[src/rtl/calc_pkg.sv]
// Shared key codes, FSM/operator encodings and LCD character codes for the calculator slice.
package calc_pkg;

    localparam logic [3:0] KeyAdd = 4'd10;
    localparam logic [3:0] KeySub = 4'd11;
    localparam logic [3:0] KeyMul = 4'd12;
    localparam logic [3:0] KeyDiv = 4'd13;
    localparam logic [3:0] KeyEq  = 4'd14;
    localparam logic [3:0] KeyClr = 4'd15;

    typedef enum logic [2:0] {
        StClr, StEntA, StEntB, StCalc, StDiv, StConv, StEmit, StDone
    } state_e;

    typedef enum logic [1:0] {OpAdd, OpSub, OpMul, OpDiv} op_e;

    localparam logic [7:0] ChZero   = 8'h30;
    localparam logic [7:0] ChPlus   = 8'h2B;
    localparam logic [7:0] ChMinus  = 8'h2D;
    localparam logic [7:0] ChTimes  = 8'hD7;
    localparam logic [7:0] ChDivide = 8'hF7;
    localparam logic [7:0] ChEq     = 8'h3D;
    localparam logic [7:0] ChBlank  = 8'h20;
    localparam logic [7:0] ChE      = 8'h45;
    localparam logic [7:0] ChR      = 8'h72;

    function automatic logic [7:0] digit_char(input logic [3:0] d);
        return ChZero + {4'h0, d};
    endfunction

    function automatic logic [7:0] op_char(input op_e op);
        case (op)
            OpAdd:   return ChPlus;
            OpSub:   return ChMinus;
            OpMul:   return ChTimes;
            default: return ChDivide;
        endcase
    endfunction

endpackage

[src/rtl/calc_divider.sv]
// Iterative restoring unsigned divider, one quotient bit per cycle, start/done handshake.
// Define CALC_DIV_ROUND_EN to add one round-half-up cycle after the last iteration.
module calc_divider #(
    parameter int unsigned OP_W = 14
) (
    input  logic            clk_100hz,
    input  logic            rst,
    input  logic            start,
    input  logic [OP_W-1:0] dividend,
    input  logic [OP_W-1:0] divisor,
    output logic [OP_W-1:0] quotient,
    output logic            done
);
    localparam int unsigned CntW = $clog2(OP_W + 1);

    logic [OP_W-1:0] rem_q, quo_q, dvs_q;
    logic [CntW-1:0] cnt_q;
    logic            run_q, done_q;
    logic [OP_W-1:0] rem_in, quo_in, dvs_in, rem_nx, quo_nx;
    logic [OP_W:0]   trial;
    logic            q_bit;
`ifdef CALC_DIV_ROUND_EN
    logic            round_q;
`endif

    // The start cycle already performs the first iteration on the fresh operands.
    always_comb begin
        rem_in = start ? '0 : rem_q;
        quo_in = start ? dividend : quo_q;
        dvs_in = start ? divisor : dvs_q;
        trial  = {rem_in, quo_in[OP_W-1]};
        q_bit  = trial >= {1'b0, dvs_in};
        rem_nx = q_bit ? OP_W'(trial - {1'b0, dvs_in}) : trial[OP_W-1:0];
        quo_nx = {quo_in[OP_W-2:0], q_bit};
    end

    always_ff @(posedge clk_100hz or posedge rst) begin
        if (rst) begin
            rem_q   <= '0;
            quo_q   <= '0;
            dvs_q   <= '0;
            cnt_q   <= '0;
            run_q   <= 1'b0;
            done_q  <= 1'b0;
`ifdef CALC_DIV_ROUND_EN
            round_q <= 1'b0;
`endif
        end else if (start) begin
            rem_q   <= rem_nx;
            quo_q   <= quo_nx;
            dvs_q   <= divisor;
            cnt_q   <= CntW'(1);
            run_q   <= 1'b1;
            done_q  <= 1'b0;
`ifdef CALC_DIV_ROUND_EN
            round_q <= 1'b0;
`endif
        end else if (run_q) begin
            rem_q <= rem_nx;
            quo_q <= quo_nx;
            cnt_q <= cnt_q + CntW'(1);
            if (cnt_q == CntW'(OP_W - 1)) begin
                run_q   <= 1'b0;
`ifdef CALC_DIV_ROUND_EN
                round_q <= 1'b1;
`else
                done_q  <= 1'b1;
`endif
            end
`ifdef CALC_DIV_ROUND_EN
        end else if (round_q) begin
            round_q <= 1'b0;
            done_q  <= 1'b1;
            if ({rem_q, 1'b0} >= {1'b0, dvs_q}) quo_q <= quo_q + OP_W'(1);
`endif
        end
    end

    assign quotient = quo_q;
    assign done     = done_q;

endmodule

[src/rtl/calc_sequencer.sv]
// Calculator transaction sequencer: key entry, arithmetic, BCD conversion and LCD buffer writes.
// Division rounding is selected with CALC_DIV_ROUND_EN (see calc_divider).
module calc_sequencer
    import calc_pkg::*;
#(
    parameter int unsigned DIGITS = 4,
    parameter int unsigned OP_W   = 14,
    parameter int unsigned RES_W  = 28
) (
    input  logic       clk_100hz,
    input  logic       rst,
    input  logic       key_valid,
    input  logic [3:0] key_code,
    output logic       key_ready,
    output logic       disp_we,
    output logic [4:0] disp_addr,
    output logic [7:0] disp_data,
    output logic       busy,
    output logic       err
);
    localparam int unsigned NBcd  = 2 * DIGITS;
    localparam int unsigned BcdW  = 4 * NBcd;
    localparam int unsigned DCntW = $clog2(DIGITS + 1);

    state_e             state_q, state_d;
    logic [4:0]         cnt_q, cursor_q;
    logic [OP_W-1:0]    a_q, b_q, div_quo;
    logic [DCntW-1:0]   a_cnt_q, b_cnt_q;
    op_e                op_q, key_op;
    logic [RES_W-1:0]   res_q;
    logic [BcdW-1:0]    bcd_q, bcd_adj;
    logic               neg_q, err_q, div_start, div_done;
    logic               disp_we_q;
    logic [4:0]         disp_addr_q;
    logic [7:0]         disp_data_q;
    logic               clr_key, key_acc, is_digit, is_op, is_eq, echo_en;
    logic [7:0]         echo_ch, emit_char;
    logic [3:0]         emit_pos, msd, emit_digit;

    assign clr_key  = key_valid && (key_code == KeyClr);
    assign key_acc  = key_valid && key_ready && !clr_key;
    assign is_digit = key_code <= 4'd9;
    assign is_op    = (key_code >= KeyAdd) && (key_code <= KeyDiv);
    assign is_eq    = key_code == KeyEq;
    // Codes 10..13 map onto OpAdd..OpDiv through their low two bits.
    assign key_op   = op_e'(key_code[1:0] - 2'd2);

    always_ff @(posedge clk_100hz or posedge rst) begin
        if (rst) state_q <= StClr;
        else     state_q <= state_d;
    end

    always_comb begin
        state_d = state_q;
        if (clr_key) begin
            state_d = StClr;
        end else begin
            unique case (state_q)
                StClr:  if (cnt_q == 5'd31) state_d = StEntA;
                StEntA: if (key_acc && is_op) state_d = StEntB;
                        else if (key_acc && is_eq) state_d = StConv;
                StEntB: if (key_acc && is_eq) state_d = StCalc;
                StCalc: if (op_q != OpDiv) state_d = StConv;
                        else if (b_q == '0) state_d = StEmit;
                        else state_d = StDiv;
                StDiv:  if (div_done) state_d = StConv;
                StConv: if (cnt_q == 5'(RES_W - 1)) state_d = StEmit;
                StEmit: if (cnt_q == 5'd15) state_d = StDone;
                StDone: state_d = StDone;
                default: state_d = StClr;
            endcase
        end
    end

    always_comb begin
        key_ready = 1'b0;
        unique case (state_q)
            StEntA, StEntB, StDone: key_ready = 1'b1;
            default:                key_ready = 1'b0;
        endcase
        busy = !key_ready;
    end

    always_comb begin
        echo_en = 1'b0;
        echo_ch = ChBlank;
        if (key_acc && state_q == StEntA) begin
            if (is_digit && a_cnt_q < DCntW'(DIGITS)) begin
                echo_en = 1'b1;
                echo_ch = digit_char(key_code);
            end else if (is_op) begin
                echo_en = 1'b1;
                echo_ch = op_char(key_op);
            end
        end else if (key_acc && state_q == StEntB) begin
            if (is_digit && b_cnt_q < DCntW'(DIGITS)) begin
                echo_en = 1'b1;
                echo_ch = digit_char(key_code);
            end else if (is_eq) begin
                echo_en = 1'b1;
                echo_ch = ChEq;
            end
        end
    end

    always_comb begin
        bcd_adj = bcd_q;
        for (int i = 0; i < NBcd; i++) begin
            if (bcd_q[4*i +: 4] >= 4'd5) bcd_adj[4*i +: 4] = bcd_q[4*i +: 4] + 4'd3;
        end
    end

    // Line2 column to character: emit_pos counts digit positions from the right edge.
    always_comb begin
        emit_pos   = 4'd15 - cnt_q[3:0];
        msd        = '0;
        emit_digit = '0;
        for (int i = 0; i < NBcd; i++) begin
            if (bcd_q[4*i +: 4] != 4'd0) msd = 4'(i);
            if (4'(i) == emit_pos) emit_digit = bcd_q[4*i +: 4];
        end
        emit_char = ChBlank;
        if (err_q) begin
            if (emit_pos == 4'd2)      emit_char = ChE;
            else if (emit_pos <= 4'd1) emit_char = ChR;
        end else if (emit_pos <= msd) begin
            emit_char = digit_char(emit_digit);
        end else if (neg_q && emit_pos == msd + 4'd1) begin
            emit_char = ChMinus;
        end
    end

    assign div_start = (state_q == StCalc) && (op_q == OpDiv) && (b_q != '0) && !clr_key;

    always_ff @(posedge clk_100hz or posedge rst) begin
        if (rst) begin
            cnt_q       <= '0;
            cursor_q    <= '0;
            a_q         <= '0;
            b_q         <= '0;
            a_cnt_q     <= '0;
            b_cnt_q     <= '0;
            op_q        <= OpAdd;
            res_q       <= '0;
            bcd_q       <= '0;
            neg_q       <= 1'b0;
            err_q       <= 1'b0;
            disp_we_q   <= 1'b0;
            disp_addr_q <= '0;
            disp_data_q <= ChBlank;
        end else begin
            disp_we_q <= 1'b0;
            if (clr_key) begin
                cnt_q <= '0;
            end else begin
                if (echo_en && !cursor_q[4]) begin
                    disp_we_q   <= 1'b1;
                    disp_addr_q <= cursor_q;
                    disp_data_q <= echo_ch;
                    cursor_q    <= cursor_q + 5'd1;
                end
                unique case (state_q)
                    StClr: begin
                        disp_we_q   <= 1'b1;
                        disp_addr_q <= cnt_q;
                        disp_data_q <= ChBlank;
                        cnt_q       <= cnt_q + 5'd1;
                        if (cnt_q == 5'd31) begin
                            err_q    <= 1'b0;
                            a_q      <= '0;
                            b_q      <= '0;
                            a_cnt_q  <= '0;
                            b_cnt_q  <= '0;
                            cursor_q <= '0;
                        end
                    end
                    StEntA: if (key_acc) begin
                        if (is_digit && a_cnt_q < DCntW'(DIGITS)) begin
                            a_q     <= a_q * OP_W'(10) + OP_W'(key_code);
                            a_cnt_q <= a_cnt_q + DCntW'(1);
                        end else if (is_op) begin
                            op_q <= key_op;
                        end else if (is_eq) begin
                            res_q <= RES_W'(a_q);
                            neg_q <= 1'b0;
                            bcd_q <= '0;
                            cnt_q <= '0;
                        end
                    end
                    StEntB: if (key_acc && is_digit && b_cnt_q < DCntW'(DIGITS)) begin
                        b_q     <= b_q * OP_W'(10) + OP_W'(key_code);
                        b_cnt_q <= b_cnt_q + DCntW'(1);
                    end
                    StCalc: begin
                        cnt_q <= '0;
                        bcd_q <= '0;
                        neg_q <= 1'b0;
                        unique case (op_q)
                            OpAdd: res_q <= RES_W'(a_q) + RES_W'(b_q);
                            OpSub: if (b_q > a_q) begin
                                neg_q <= 1'b1;
                                res_q <= RES_W'(b_q - a_q);
                            end else begin
                                res_q <= RES_W'(a_q - b_q);
                            end
                            OpMul: res_q <= RES_W'(a_q) * RES_W'(b_q);
                            OpDiv: if (b_q == '0) err_q <= 1'b1;
                            default: ;
                        endcase
                    end
                    StDiv: if (div_done) begin
                        res_q <= RES_W'(div_quo);
                        cnt_q <= '0;
                    end
                    StConv: begin
                        bcd_q <= {bcd_adj[BcdW-2:0], res_q[RES_W-1]};
                        res_q <= {res_q[RES_W-2:0], 1'b0};
                        cnt_q <= (cnt_q == 5'(RES_W - 1)) ? 5'd0 : cnt_q + 5'd1;
                    end
                    StEmit: begin
                        disp_we_q   <= 1'b1;
                        disp_addr_q <= {1'b1, cnt_q[3:0]};
                        disp_data_q <= emit_char;
                        cnt_q       <= cnt_q + 5'd1;
                    end
                    default: ;
                endcase
            end
        end
    end

    calc_divider #(
        .OP_W(OP_W)
    ) u_divider (
        .clk_100hz(clk_100hz),
        .rst      (rst),
        .start    (div_start),
        .dividend (a_q),
        .divisor  (b_q),
        .quotient (div_quo),
        .done     (div_done)
    );

    assign disp_we   = disp_we_q;
    assign disp_addr = disp_addr_q;
    assign disp_data = disp_data_q;
    assign err       = err_q;

endmodule

[config.mk]
export PLATFORM = sky130hd
export DESIGN_NAME = calc_sequencer
export DESIGN_NICKNAME = d
export VERILOG_FILES = /design/src/rtl/calc_pkg.sv /design/src/rtl/calc_divider.sv /design/src/rtl/calc_sequencer.sv
export SDC_FILE = /design/constraint.sdc
export NUM_CORES = 1
export LEC_CHECK = 0
export BUFFER_PORTS_ARGS = -buffer_cell sky130_fd_sc_hd__buf_4
export CAP_MARGIN = 10
export CORE_MARGIN = 1
export CORE_UTILIZATION = 45
export CTS_BUF_LIST = sky130_fd_sc_hd__clkbuf_8 sky130_fd_sc_hd__clkbuf_16
export DETAILED_ROUTE_END_ITERATION = 8
export PLACE_DENSITY = 0.72
export RECOVER_POWER = 25
export SYNTH_ARGS = -nofsm -noshare
export SYNTH_HDL_FRONTEND = slang
export SYNTH_SLANG_ARGS = --single-unit
[constraint.sdc]
create_clock -name clk_100hz -period 7.3 [get_ports clk_100hz]
set_input_delay 0.365 -clock clk_100hz [delete_from_list [all_inputs] [get_ports clk_100hz]]
set_output_delay 0.365 -clock clk_100hz [all_outputs]
set_load 0.02 [all_outputs]
==> impl_metrics.env <==
export IMPL_post_route_drc_count=0
export IMPL_synthesis_area_um2=20020
export IMPL_worstPathRequired_ps=7630
export IMPL_port_buffers=23
export IMPL_synth_common_cells="inv_1, ha_1, nor2_1"
export IMPL_cp_end_kind="flop"
export IMPL_ys_seq_area_share_pct=21.63
export IMPL_grtUsageTotal_pct=27.29
export IMPL_start_kind="flop"
export IMPL_slew_headroom_pct=-207.6
export IMPL_cp_slowest_stage_delay_ps=690
export IMPL_synth_main_ff_cell="dfrtp_1"
export IMPL_die_area_um2=45350
export IMPL_instances_no_fill=2904
export IMPL_crit_type="flop to flop"
export IMPL_synthArstFlopShare_pct=100.0
export IMPL_clockBufferDepth=2
export IMPL_p_int_uw=3336
export IMPL_fp_dieW_um=212.9
export IMPL_yosysTopAreaCellShare_pct=21.49
export IMPL_area_growth_pct=6.686
export IMPL_synth_edf_count=0
export IMPL_h_tree_depth=4
export IMPL_hpwl_mm=45.18
export IMPL_io_pins=24
export IMPL_worst_hold_path_type="input port to flop"
export IMPL_antenna_found_initial=0
export IMPL_num_rows=76
export IMPL_fin_setup_tns_ps=0
export IMPL_syn_avg_cell_area_um2=8.587
export IMPL_numCtsBuffers=17
export IMPL_start_util_pct=46.08
export IMPL_ys_ff_latch=173
export IMPL_synthTopCellsByArea="dfrtp_1, fa_1, ha_1"
export IMPL_cpMaxStageDelayCell="dfrtp_1"
export IMPL_fmax_mhz=149.1
export IMPL_core_area_um2=43460
export IMPL_vias_per_cell=5.876
export IMPL_synth_warnings=0
export IMPL_hold_viol_final=0
export IMPL_dr_total_vias=17060
export IMPL_final_setup_skew_ps=15.68
export IMPL_power_share_sequential_pct=24.9
export IMPL_yosysUniqueCellTypes=89
export IMPL_cts_sinks=173
export IMPL_cap_violations=1
export IMPL_power_frac_clock_pct=14.6
export IMPL_grt_pass1_vias=17480
export IMPL_synthesis_nets=2719
export IMPL_outcome="finished with violations"
export IMPL_path_cells="clkinv_1, nor2_1, fa_1, inv_1, fa_1, inv_1, fa_1, fa_1, fa_1, inv_1, fa_1, inv_1, ha_1, a21oi_1, o21ai_0, a31oi_1, o21ai_1, a41oi_1, o21ai_1, a31oi_1, xor2_1, o211ai_1"
export IMPL_rsz0062_at_grt="no"
export IMPL_synth_top_area_cell="dfrtp_1"
export IMPL_clk_pin_slew_ps=80
export IMPL_finalSetupViolCount=0
export IMPL_grt_max_degree=106
export IMPL_irDropWorstVdd_mv=0.2758
export IMPL_die_h_um=212.9
export IMPL_gp_congestion=0.9662
export IMPL_p_per_area_nw_per_um2=304.6
export IMPL_drtAntennaViolNets=0
export IMPL_cts_setup_buffers=0
export IMPL_crit_top_cell="fa_1"
export IMPL_cellLeakagePower_uw=0.01042
export IMPL_drive_above_1_share_pct=6.253
export IMPL_netSwitchingFraction_pct=48.74
export IMPL_fin_crit_sh_pct=91.85
export IMPL_yosysMostFrequentCell="inv_1"
export IMPL_first_iter_violations=1561
export IMPL_cts_resized=0
export IMPL_first_pass_iters=5
export IMPL_grt_pass1_wl_mm=95.61
export IMPL_antenna_cells=0
export IMPL_synthCells=2332
export IMPL_cts_hold_buf=0
export IMPL_crit_fanout=14
export IMPL_worst_pin_slew_ps=4589
export IMPL_dp_cells=2872
export IMPL_cts_tree="yes"
export IMPL_nFillCells=4119
export IMPL_clock_latency_ps=470
export IMPL_violations="max-capacitance violations, max-slew violations"
export IMPL_critPathArrivalTime_ps=7040
export IMPL_totalWireLength_mm=59.07
export IMPL_final_nets=2693
export IMPL_cts_root_buf="clkbuf_16"
export IMPL_grt_ovfl_total=0
export IMPL_fin_crit_ps=6705
export IMPL_switchingPower_uw=3172
export IMPL_wl_per_cell_um=20.34
export IMPL_comb_power_share_pct=60.6
export IMPL_report_final_slew_viol_count=106
[sequential cells by signal (all words and copies together) (netlist names), 2 cells and up]
name	flops
bcd_q	32
disp_data	8
res_q	28
u_divider.cnt_q	4
disp_addr	5
u_divider.dvs_q	14
b_cnt_q	3
b_q	14
cursor_q	5
op_q	2
a_q	14
cnt_q	5
a_cnt_q	3
u_divider.quotient	14
u_divider.rem_q	14
state_q	3
[final timing paths]
| path | slack, ps | from | to | cells past startpoint |
|---|---|---|---|---|
| max in group asynchronous | 3600 | rst | bcd_q[24]$_DFFE_PP0P_ | 3 |
| worst min-delay path | 230 | key_code[0] | op_q[0]$_DFFE_PP0P_ | 3 |
| worst max register to register | 590 | a_q[4]$_DFFE_PP0P_ | res_q[26]$_DFFE_PP0P_ | 22 |
| min in group asynchronous | 1300 | rst | u_divider.rem_q[12]$_DFFE_PP0P_ | 2 |
| worst max-delay path | 590 | a_q[4]$_DFFE_PP0P_ | res_q[26]$_DFFE_PP0P_ | 22 |
| worst min register to register | 490 | res_q[1]$_DFFE_PP0P_ | res_q[1]$_DFFE_PP0P_ | 2 |
[stage by stage]
step                      cell area [µm²]  util [%]  hold WS, ps  total power [µW]  setup WS, ps
after floorplan                     20020         -        444.4              4535          1030
after global placement              20780     47.81        467.9              5362         895.6
after detailed placement            20780     47.81        471.8              5481         715.3
after CTS                           21370     49.17        152.2              6450         722.4
after global routing                21360     49.16        229.2              6986         217.8
final                               21360     49.16        227.5              6508         595.0
[placed cells by master (no fill, tap or decap), types with 17 or more instances in the layout]
master,synthesis,routed
nand3_1,41,41
nor3_1,25,25
ha_1,231,231
clkbuf_16,0,17
fa_1,149,149
a31oi_1,17,17
buf_4,9,62
nor2b_1,17,17
a21o_1,36,36
nand4_1,19,19
a211oi_1,20,20
o21ai_0,140,140
xnor2_1,66,66
nand2b_1,21,21
inv_1,261,261
nand2_1,225,225
nor2_1,229,228
and2_1,18,18
dfrtp_1,172,172
mux2i_1,40,40
a22o_1,33,33
a21oi_1,138,138
xor2_1,42,42
o31ai_1,28,28
[cell families after synthesis]
family / share of synthesized area, %
DFF: 21.63
adders and majority gates: 29.33
and+or+nand+nor: 15.32
AOI/OAI and AO/OA: 18.43
buffers and inverters: 7.498
xor gates and xnor gates: 4.836
muxes: 2.956
[per-layer routing]
| layer | part of all wire, % | GRT usage (%) | wire length (µm) | up-vias |
|---|---|---|---|---|
| met2 | 46 | 43.88 | 27240 | 669 |
| met3 | 7.0 | 4.133 | 4115 | 119 |
| met4 | 3.6 | 11.21 | 2102 | 0 |
| met5 | 0 | 0 | 0 | - |
| met1 | 43 | 36.66 | 25610 | 8360 |
| li1 | - | - | - | 7916 |
[worst max-delay path, delay by kind of cell, from the launching register on]
kind,cells,cell delay (ps)
AOI/OAI and AO/OA,8,1550
and+or+nand+nor,1,240
buffers and inverters,5,690
xor gates and xnor gates,1,180
adders and majority gates,7,3210
DFF,1,690
[cell type report]
type / count / area, µm² / share of cell area, %
multi-input combinational: 1777 / 14210 / 66.52
sequential: 173 / 4330 / 20.27
inverter: 274 / 1030 / 4.820
tap: 585 / 732.0 / 3.426
timing repair buffer: 63 / 473.0 / 2.214
clock buffer: 19 / 452.9 / 2.120
clock inverter: 13 / 135.1 / 0.6325
[power groups by stage]
stage                     logic, µW  registers [µW]  clock network [µW]
after global placement         3750            1610                   0
final                          3940            1620                 948
after global routing           4330            1660                 992
after floorplan                3010            1520                   0
after detailed placement       3860            1620                   0
after CTS                      3880            1610                 958
(Power assumes the default switching activity.)
